### config.mk
export PLATFORM = sky130hd
export DESIGN_NAME = serial_paralelo_flat
export DESIGN_NICKNAME = d
export VERILOG_FILES = /design/src/rtl/serial_paralelo_if.sv /design/src/rtl/serial_paralelo.sv /design/src/flat_wrapper.sv
export SDC_FILE = /design/constraint.sdc
export NUM_CORES = 1
export LEC_CHECK = 0
export ABC_AREA = 0
export CAP_MARGIN = 30
export CORE_AREA = 8 8 61 63
export DETAILED_ROUTE_END_ITERATION = 6
export DIE_AREA = 0 0 69 71
export GPL_TIMING_DRIVEN = 0
export MAX_ROUTING_LAYER = met4
export PLACE_DENSITY = 0.71
export REMOVE_ABC_BUFFERS = 1
export SLEW_MARGIN = 20
export SYNTH_ARGS = -nofsm -noshare
export SYNTH_HDL_FRONTEND = slang
export SYNTH_SLANG_ARGS = --single-unit
### constraint.sdc
create_clock -name clk -period 1.65 [get_ports clk]
set_input_delay 0.165 -clock clk [delete_from_list [all_inputs] [get_ports clk]]
set_output_delay 0.165 -clock clk [all_outputs]
set_load 0.03 [all_outputs]
### src/rtl/serial_paralelo_if.sv
// Receive-side serial link bundle: one serial bit in, one deserialized
// 10-bit code group out with its qualifiers.
interface serial_paralelo_if #(
    parameter int CANT_BITS = 10
);
    logic                 entrada;
    logic [CANT_BITS-1:0] salidas;
    logic                 valido;
    logic                 es_coma;
    logic                 sincronizado;

    // Link side: drives the serial line and watches the recovered words.
    modport master (
        output entrada,
        input  salidas,
        input  valido,
        input  es_coma,
        input  sincronizado
    );

    // Deserializer side.
    modport slave (
        input  entrada,
        output salidas,
        output valido,
        output es_coma,
        output sincronizado
    );
endinterface

### src/rtl/serial_paralelo.sv
// Deserializer: shifts the serial line LSB-first into a 10-bit window,
// hunts for a K28.5 comma to find word alignment, then emits one code
// group every CANT_BITS clocks. Repeated commas seen off the locked phase
// mean the link slipped, so after PERDIDA_MAX of them alignment is dropped
// and the hunt restarts.
module serial_paralelo #(
    parameter int                   CANT_BITS   = 10,
    parameter logic [CANT_BITS-1:0] COMA_POS    = 10'h17C,
    parameter logic [CANT_BITS-1:0] COMA_NEG    = 10'h283,
    parameter int                   PERDIDA_MAX = 4
) (
    input  logic               clk,
    input  logic               reset_L,
    serial_paralelo_if.slave   bus
);
    localparam int MISS_W = $clog2(PERDIDA_MAX + 1);
    localparam logic [3:0]        CNT_LAST  = 4'(CANT_BITS - 1);
    localparam logic [MISS_W-1:0] MISS_LIM  = MISS_W'(PERDIDA_MAX);
    localparam logic [MISS_W-1:0] MISS_SAT  = {MISS_W{1'b1}};

    typedef enum logic {
        HUNT = 1'b0,
        SYNC = 1'b1
    } estado_t;

    estado_t              estado;
    logic [CANT_BITS-1:0] ventana;
    logic [CANT_BITS-1:0] ventana_next;
    logic [3:0]           cont_bits;
    logic [MISS_W-1:0]    cont_perdidas;
    logic [MISS_W-1:0]    perdidas_next;
    logic                 coma_det;
    logic                 frontera;

    logic [CANT_BITS-1:0] salidas_reg;
    logic                 valido_reg;
    logic                 es_coma_reg;
    logic                 sincronizado_reg;

    // New bit enters at the top so that, after a full word, bit0 holds the
    // first bit received on the line.
    genvar gi;
    generate
        for (gi = 0; gi < CANT_BITS - 1; gi++) begin : g_shift
            assign ventana_next[gi] = ventana[gi+1];
        end
    endgenerate
    assign ventana_next[CANT_BITS-1] = bus.entrada;

    // Comparing against the next window lets a comma be acted on at the
    // very edge its last bit arrives.
    assign coma_det = (ventana_next == COMA_POS) || (ventana_next == COMA_NEG);
    assign frontera = (cont_bits == CNT_LAST);

    // Saturating increment of the misaligned-comma count.
    always_comb begin
        perdidas_next = cont_perdidas;
        if (cont_perdidas != MISS_SAT) begin
            perdidas_next = cont_perdidas + MISS_W'(1);
        end
    end

    // Alignment FSM with registered outputs; the shift register runs in
    // every state.
    always_ff @(posedge clk or negedge reset_L) begin
        if (!reset_L) begin
            estado           <= HUNT;
            ventana          <= '0;
            cont_bits        <= '0;
            cont_perdidas    <= '0;
            salidas_reg      <= '0;
            valido_reg       <= 1'b0;
            es_coma_reg      <= 1'b0;
            sincronizado_reg <= 1'b0;
        end else begin
            ventana    <= ventana_next;
            valido_reg <= 1'b0;
            case (estado)
                HUNT: begin
                    if (coma_det) begin
                        estado           <= SYNC;
                        sincronizado_reg <= 1'b1;
                        salidas_reg      <= ventana_next;
                        valido_reg       <= 1'b1;
                        es_coma_reg      <= 1'b1;
                        cont_bits        <= '0;
                        cont_perdidas    <= '0;
                    end
                end
                SYNC: begin
                    cont_bits <= frontera ? 4'd0 : cont_bits + 4'd1;
                    if (frontera) begin
                        salidas_reg <= ventana_next;
                        valido_reg  <= 1'b1;
                        es_coma_reg <= coma_det;
                        if (coma_det) begin
                            cont_perdidas <= '0;
                        end
                    end else if (coma_det) begin
                        // A comma off our phase: the link may have slipped.
                        cont_perdidas <= perdidas_next;
                        if (perdidas_next >= MISS_LIM) begin
                            estado           <= HUNT;
                            sincronizado_reg <= 1'b0;
                        end
                    end
                end
                default: begin
                    estado           <= HUNT;
                    sincronizado_reg <= 1'b0;
                end
            endcase
        end
    end

    assign bus.salidas      = salidas_reg;
    assign bus.valido       = valido_reg;
    assign bus.es_coma      = es_coma_reg;
    assign bus.sincronizado = sincronizado_reg;
endmodule

### src/flat_wrapper.sv
// flat-port wrapper written by rule: the top's interface ports become plain ports
module serial_paralelo_flat 
#(
    parameter int                   CANT_BITS   = 10,
    parameter logic [CANT_BITS-1:0] COMA_POS    = 10'h17C,
    parameter logic [CANT_BITS-1:0] COMA_NEG    = 10'h283,
    parameter int                   PERDIDA_MAX = 4
)
  (clk, reset_L, bus_entrada, bus_salidas, bus_valido, bus_es_coma, bus_sincronizado);
  serial_paralelo_if #(.CANT_BITS(CANT_BITS)) bus_i ();
  input  logic clk;
  input  logic reset_L;
  input wire logic [$bits(bus_i.entrada)-1:0] bus_entrada;
  output wire logic [$bits(bus_i.salidas)-1:0] bus_salidas;
  output wire logic [$bits(bus_i.valido)-1:0] bus_valido;
  output wire logic [$bits(bus_i.es_coma)-1:0] bus_es_coma;
  output wire logic [$bits(bus_i.sincronizado)-1:0] bus_sincronizado;
  assign bus_i.entrada = bus_entrada;
  assign bus_salidas = bus_i.salidas;
  assign bus_valido = bus_i.valido;
  assign bus_es_coma = bus_i.es_coma;
  assign bus_sincronizado = bus_i.sincronizado;
  serial_paralelo #(.CANT_BITS(CANT_BITS), .COMA_POS(COMA_POS), .COMA_NEG(COMA_NEG), .PERDIDA_MAX(PERDIDA_MAX)) u_core (.clk(clk), .reset_L(reset_L), .bus(bus_i));
endmodule
==> out/qor.yml <==
finalWirelength_um: 2310
path_class: "reg2reg"
cts_inserted_buffers: 5
yosysUniqueCellTypes: 35
p_switching_mw: 0.874
h-tree-depth: 2
synth_cells: 90
min-delay-start: "bus_entrada"
cts_tree: "yes"
die_h_um: 71
area_growth_pct: 31.4
synth_top_area_cell: "dfrtp_1"
p_int_mw: 1.64
synth-async-reset-ratio: 1.00
r2r_start: "u_core.ventana[8]$_DFF_PN0_"
fmaxAchievable_mhz: 595
status: "complete, but fails checks"
fin_worst_skew_ns: 0.00627
grt-ovfl-total: 0
setup_violations: 10
slew_headroom: 0.578
setup_tns_ns: -0.253
grt_max_degree: 31
leakagePower_nw: 0.783
grt.busiest_layer: "met2"
core_sq_um: 2850
clk_pin_slew_ns: 0.08
cp.arrival_ns: 1.89
finalPower_mw: 2.51
drv_cap: 0
cts_sinks: 30
yosysWarnings: 0
period_needed_ns: 1.68
routabilityCongestion: 0.787
regToRegSetupSlack_ns: -0.03
num_rows: 20
port_buffers: 15
dp.cells: 135
drive_above_1_share: 0.339
grt_util_met2: 0.162
fillCellCount: 250
antenna_found_initial: 0
cp.required_ns: 1.86
reg2reg_depth: 5
synth_edf_count: 0
cts_buffer_depth: 2
drc: 0
die_x_um: 69
seq_power_share: 0.432
dieArea_sq_um: 4900
rsz0062_at_grt: "true"
combinationalPowerShare: 0.399
timing.final.crit_share: 1.02
synth_area_sq_um: 1260
ant_nets: 0
startpoint_type: "register"
utilization: 0.581
holdPathStages: 1
p_clk_frac: 0.168
worst_r2r_endpoint: "u_core.bus.salidas[8]$_DFFE_PN0P_"
dr.pass1.iters: 4
layout.cells.non_filler: 154
setup_ws_ns: -0.0316
sw_frac_of_total: 0.348
vias_per_cell: 5.27
syn_avg_cell_area_sq_um: 14.0
multi_input_area_sq_um: 515
initial_utilization: 0.442
finalHoldViolCount: 0
yosysSeqAreaShare: 0.595
use_met1: 0.112
synth-seq-cells: 30
power_density_nw_per_um2: 1510
cts-root-buf: "clkbuf_4"
dp_hpwl_um: 1530
grt_pass1_vias: 888
insertedDiodeCount: 0
grt_pass1_wl_um: 4080
hp-class: "in2reg"
regArea_sq_um: 753
worst_pin_slew_ns: 0.634
globalRouteMet3Util: 0.0531
whs_endpoint: "u_core.ventana[9]$_DFF_PN0_"
violations: "negative setup slack"
first_iter_violations: 29
track_usage: 0.107
synth.top_cell.area_share: 0.595
fin_nets: 128
clock_latency_ns: 0.33
wl_per_cell_um: 15.0
endpoint_kind: "register"
vdd_drop_max_mv: 1.24
ys_top_cells_by_area: "dfrtp_1 60%, mux2_4 11%, ha_1 3.0%"
io_pins: 16
largest_reg_flops: 10
critPathMaxFanout: 10
ys.flop_type: "dfrtp_1"
drv_slew: 0
vias: 812
==> cells in the final DEF (no fill, tap or decap), types with 2 or more instances in the layout <==
| cell type | count |
|---|---|
| a22oi_1 | 2 |
| ha_1 | 2 |
| dfrtp_2 | 2 |
| clkdlybuf4s50_1 | 14 |
| nand2_1 | 4 |
| buf_4 | 9 |
| o22ai_1 | 2 |
| buf_12 | 2 |
| inv_1 | 6 |
| nor2_1 | 2 |
| clkbuf_4 | 5 |
| dfrtp_1 | 28 |
| a21o_1 | 3 |
| o2bb2ai_1 | 2 |
| nor3b_1 | 2 |
| mux2_4 | 9 |
==> worst max-delay path, cell delays in order, from the launching register on <==
cell and delay (ns):
dfrtp_1 0.41, nor4bb_2 0.17, and4_4 0.19, o31ai_4 0.31
buf_12 0.18, mux2_4 0.30
==> logic make-up after synthesis <==
family                     Yosys count  synth area share
adders and majority gates            3            0.0298
DFF                                 30             0.595
xor gates and xnor gates             1           0.00695
and+or+nand+nor                     19             0.103
AOI/OAI and AO/OA                   18             0.115
muxes                               10             0.116
buffers and inverters                9            0.0337
==> layer usage <==
layer	vias up	part of all wire
li1	388	-
met1	397	0.44
met2	21	0.48
met3	6	0.058
met4	0	0.018
met5	-	0
==> timing repair <==
action,CTS,global route
cloned,0,0
resized for setup,5,6
hold endpoints to repair,30,0
setup buffers,7,5
hold buffers,1,0
pin swaps,5,1
setup endpoints to repair,18,13
==> cell type report <==
cell class	count	share of cell area
Clock buffer	6	0.0309
Inverter	6	0.0136
Multi-Input combinational cell	51	0.311
Sequential cell	30	0.454
Tap cell	33	0.0249
Timing Repair Buffer	28	0.165
==> Yosys cell counts, types with 2 or more instances <==
library cell / n
dfrtp_1: 30
nor3b_1: 2
a22oi_1: 2
o2bb2ai_1: 2
a21o_1: 3
mux2_4: 9
o22ai_1: 2
inv_1: 6
nand2_1: 5
nor2_1: 2
ha_1: 3
==> power by group through the flow <==
stage	Clock, mW	Sequential (mW)	Combinational (mW)
6_report	0.422	1.09	1.00
4_1_cts	0.442	1.08	1.00
3_5_place_dp	0	1.09	0.979
5_1_grt	0.485	1.12	1.07
3_3_place_gp	0	1.08	0.955
2_1_floorplan	0	1.34	0.349
==> how the worst max path moves through the flow <==
| stage | start | end | slack, ns | cells after the start |
|---|---|---|---|---|
| floorplan | u_core.ventana[8]$_DFF_PN0_ | u_core.bus.salidas[0]$_DFFE_PN0P_ | -0.49 | 4 |
| global placement | bus_entrada | u_core.bus.salidas[0]$_DFFE_PN0P_ | -1.04 | 5 |
| detailed placement | bus_entrada | u_core.bus.salidas[0]$_DFFE_PN0P_ | -0.70 | 5 |
| CTS | u_core.ventana[3]$_DFF_PN0_ | u_core.bus.salidas[8]$_DFFE_PN0P_ | -0.01 | 5 |
| global route | u_core.ventana[7]$_DFF_PN0_ | u_core.bus.salidas[4]$_DFFE_PN0P_ | -0.12 | 5 |
| finish | u_core.ventana[8]$_DFF_PN0_ | u_core.bus.salidas[8]$_DFFE_PN0P_ | -0.03 | 5 |
==> metrics by stage <==
step | setup slack (ns) | area (sq um) | hold WS (ns)
floorplan | -0.493 | 1240 | -0.131
global placement | -1.04 | 1430 | 0.411
detailed placement | -0.698 | 1440 | 0.236
CTS | -0.0132 | 1590 | 0.344
global route | -0.120 | 1660 | 0.339
finish | -0.0316 | 1660 | 0.354
Power figures use the tool's default switching activity.
==> variant 1 (config.mk and constraints unchanged) <==
`COMA_POS` is set to 10'h17C in 2 places; all go to 10'h100.
--- a/src/rtl/serial_paralelo.sv
+++ b/src/rtl/serial_paralelo.sv
@@ -7,3 +7,3 @@
     parameter int                   CANT_BITS   = 10,
-    parameter logic [CANT_BITS-1:0] COMA_POS    = 10'h17C,
+    parameter logic [CANT_BITS-1:0] COMA_POS    = 10'h100,
     parameter logic [CANT_BITS-1:0] COMA_NEG    = 10'h283,
--- a/src/flat_wrapper.sv
+++ b/src/flat_wrapper.sv
@@ -4,3 +4,3 @@
     parameter int                   CANT_BITS   = 10,
-    parameter logic [CANT_BITS-1:0] COMA_POS    = 10'h17C,
+    parameter logic [CANT_BITS-1:0] COMA_POS    = 10'h100,
     parameter logic [CANT_BITS-1:0] COMA_NEG    = 10'h283,
Check against the original RTL: not equivalent (a bounded check fails within 4 cycles, from zero or initial values and one cycle with reset_L low).
==> variant 1 against the original RTL <==
- the flow still finishes with violations (setup timing)
- utilization up 1.4 points
- routed wire length up 15%
- sequential cell count unchanged
- design area up 2.4%
- fmax up 0.57%
- setup slack better by 9.6 ps
- hold slack better by 27 ps
- global-route usage up 1.1 points
- area after synthesis up 3.8%
- count of clock-buffer cells in the layout up 1
- total power up 6.7%
- via count up 20%
- highest routed layer unchanged
==> variant 1: results <==
[status]
outcome = finished with violations
violations = setup timing

[timing]
worst_pin_slew_ps = 638
fin_ws_ps = -22.1
setup_viol = 3
clock-skew-final_ps = 9.00
setup_tns_ps = -28.7

[global_routing]
grt_use_met2 = 0.168
grt_pass1_wl_um = 4460
grt.total_usage = 0.117
grt_pass1_vias = 992
grt_util_met1 = 0.129

[cells_and_area]
final_layout_size_suffix_gt1_frac = 0.298
multi_input_area_share = 0.349
comb.multi_input.count = 75
nNonClkInverters = 3
final-clk-cell-share = 0.0354
num-nets-final = 144
buffer_area_frac = 0.139
final.fill_count = 237
clock_buffers = 7
buffers = 25

[place]
dpl.hpwl_um = 1610
pre_cts_ws_ps = -434
place_area_um2 = 1480
gp_congestion = 0.747

[clock_tree]
cts-hold-fix-buffers = 1
clock_latency_ps = 330
cts.repair.resized = 10
clock-sinks = 30
cts_root_buffer = clkbuf_4
postCtsSetupRepairBufs = 6

[hold_path]
hp-class = in -> async

[power]
ir_worst_vdd_uv = 1190
swShare = 0.360
sequentialPower_w = 0.00110
power_leakage_nw = 0.714

[logic_synthesis]
synth_common_cells = 30 x dfrtp_1, 16 x nand2_1, 9 x a21oi_1, 7 x o21ai_0, 6 x a31o_2
netlist_top_cells_area = dfrtp_1 57%, nand2_1 4.6%, mux2_2 4.3%, a31o_2 4.0%, a21oi_1 3.4%
yosys.cell_types.count = 33
ys_warn_count = 0
yosysSeqAreaShare = 0.574
synth_area_per_cell_um2 = 11.6

[route]
met1Wirelength_um = 1190
wl_um = 2660
top_layer = met4
num_vias = 971
wl_met2_um = 1300
drt_iter0_markers = 39
wl_met3_um = 106

[critical_path]
crit_arrival_ps = 1900
rr_endpoint = u_core.bus.salidas[1]
cp_max_fo = 6
variant 1: cell types whose count changed after synthesis, moves of 3 or more:
| cell | before | now |
|---|---|---|
| nand2_1 | 5 | 16 |
| a21oi_1 | 1 | 9 |
| clkbuf_1 | 0 | 3 |
| a31o_2 | 0 | 6 |
| o21ai_0 | 1 | 7 |
| inv_1 | 6 | 2 |
| mux2_2 | 1 | 5 |
| mux2_4 | 9 | 0 |
| nand2b_1 | 0 | 3 |
| o31ai_1 | 1 | 4 |
variant 1: stage by stage:
stage,utilization,std cells,total power [W],hold slack [ps]
after floorplan,-,108,0.00175,-131
after global placement,0.518,156,0.00209,390
after detailed placement,0.518,157,0.00212,231
after CTS,0.569,172,0.00266,386
after global routing,0.595,174,0.00286,399
final,0.595,174,0.00268,382
variant 1: how the worst max path moves through the flow:
| stage | to | slack (ps) | startpoint | depth (start not counted) |
|---|---|---|---|---|
| 2_1_floorplan | u_core.bus.salidas[9] | -230 | u_core.cont_bits[1] | 4 |
| 3_3_place_gp | u_core.bus.salidas[9] | -590 | u_core.cont_bits[1] | 4 |
| 3_5_place_dp | u_core.bus.salidas[9] | -430 | bus_entrada | 5 |
| 4_1_cts | u_core.bus.salidas[7] | -20 | u_core.ventana[2] | 5 |
| 5_1_grt | u_core.bus.salidas[1] | -100 | u_core.ventana[8] | 5 |
| 6_report | u_core.bus.salidas[1] | -20 | u_core.ventana[8] | 5 |
variant 1: critical path, stage by stage (launching register included):
cell and delay [ps]:
dfrtp_1 440, nor4b_4 330, mux2i_4 120, o31ai_4 190, buf_6 170, mux2_2 330
variant 1: cells by family after synthesis:
group	count (synthesis)	share of synthesized area
muxes	6	0.0602
AOI/OAI and AO/OA	33	0.179
adders and majority gates	1	0.00956
and+or+nand+nor	35	0.151
DFF	30	0.574
buffers and inverters	8	0.0268
==> variant 2 (same settings) <==
Without the edit above. Make the reset (`reset_L`) synchronous in one clocked block.
--- a/src/rtl/serial_paralelo.sv
+++ b/src/rtl/serial_paralelo.sv
@@ -64,3 +64,3 @@
     // every state.
-    always_ff @(posedge clk or negedge reset_L) begin
+    always_ff @(posedge clk) begin
         if (!reset_L) begin
Function: differs if reset_L is asserted again (counterexample within 10 cycles, from zero or initial values and one cycle with reset_L low); with reset_L held inactive, the same outputs for 10 cycles.
==> variant 2 against the original RTL <==
- sequential cell count stayed put
- area after synthesis fell by 2.8%
- setup slack improved by 110 ps
- design area down 8.7%
- non-clock buffer count shrank 7
- largest cell class unchanged
- routed wire length rose by 5.5%
- fmax is 6.7% higher
Power is not compared: it rests on default switching activity, and its combinational part moved more than twofold at a synthesized area within 25%.
==> variant 2: results <==
[status]
outcome = finished clean

[timing]
holdWs_ps = 432
clock-skew-final_ps = 7.27

[critical_path]
crit_slowest_cell = dfxtp_1
crit_arrival_ps = 1790
critPathLaunch = u_core.cont_bits[0]

[place]
gp_congestion = 0.778
pre_cts_ws_ps = -504
placed_cells = 169

[global_routing]
grt.total_usage = 0.108
grt_pass1_wl_um = 4230
globalRouteMet3Util = 0.0420
grt_use_met2 = 0.186
grt_max_degree = 30
grt_util_met1 = 0.100

[route]
wl_met2_um = 1230
drt_iter0_markers = 34
wire_per_inst_um = 13.3

[hold_path]
min_path_cells = 3
min_to = u_core.ventana[9]

[logic_synthesis]
ys.flop_type = dfxtp_1
netlist_top_cells_area = dfxtp_1 49%, nand2_1 8.6%, mux2i_1 8.2%, inv_1 3.7%, ha_1 3.1%
synth_area_per_cell_um2 = 9.58
synth_common_cells = 30 x dfxtp_1, 28 x nand2_1, 12 x inv_1, 10 x mux2i_1, 4 x a21oi_1
yosysSeqAreaShare = 0.490

[clock_tree]
cts.repair.resized = 3

[cells_and_area]
final_layout_size_suffix_gt1_frac = 0.159
num-nets-final = 156
[variant 2: final cells by class]
type / count / area, um^2
inverter: 12 / 45.0
fill: 283 / 1340
sequential: 30 / 601
multi-input combinational: 80 / 562
clock buffer: 6 / 51.3
tap: 33 / 41.3
clock inverter: 2 / 12.5
timing repair buffer: 21 / 201
[variant 2: how the worst max path moves through the flow]
stage | to | slack [ps] | cells after the start
after floorplan | u_core.bus.salidas[0] | 100 | 4
after global placement | u_core.cont_bits[0] | -480 | 4
after detailed placement | u_core.cont_bits[0] | -500 | 4
after CTS | u_core.estado | 40 | 5
after global routing | u_core.bus.salidas[7] | 2 | 6
final | u_core.bus.salidas[6] | 70 | 5
[variant 2: kinds of logic (layout without fill, tap and decap cells)]
kind of cell | Yosys count | count (layout) | synth area share
AOI/OAI and AO/OA | 20 | 21 | 0.121
and+or+nand+nor | 46 | 46 | 0.209
buffers and inverters | 19 | 41 | 0.0673
adders and majority gates | 3 | 3 | 0.0306
DFF | 30 | 30 | 0.490
muxes | 10 | 10 | 0.0816
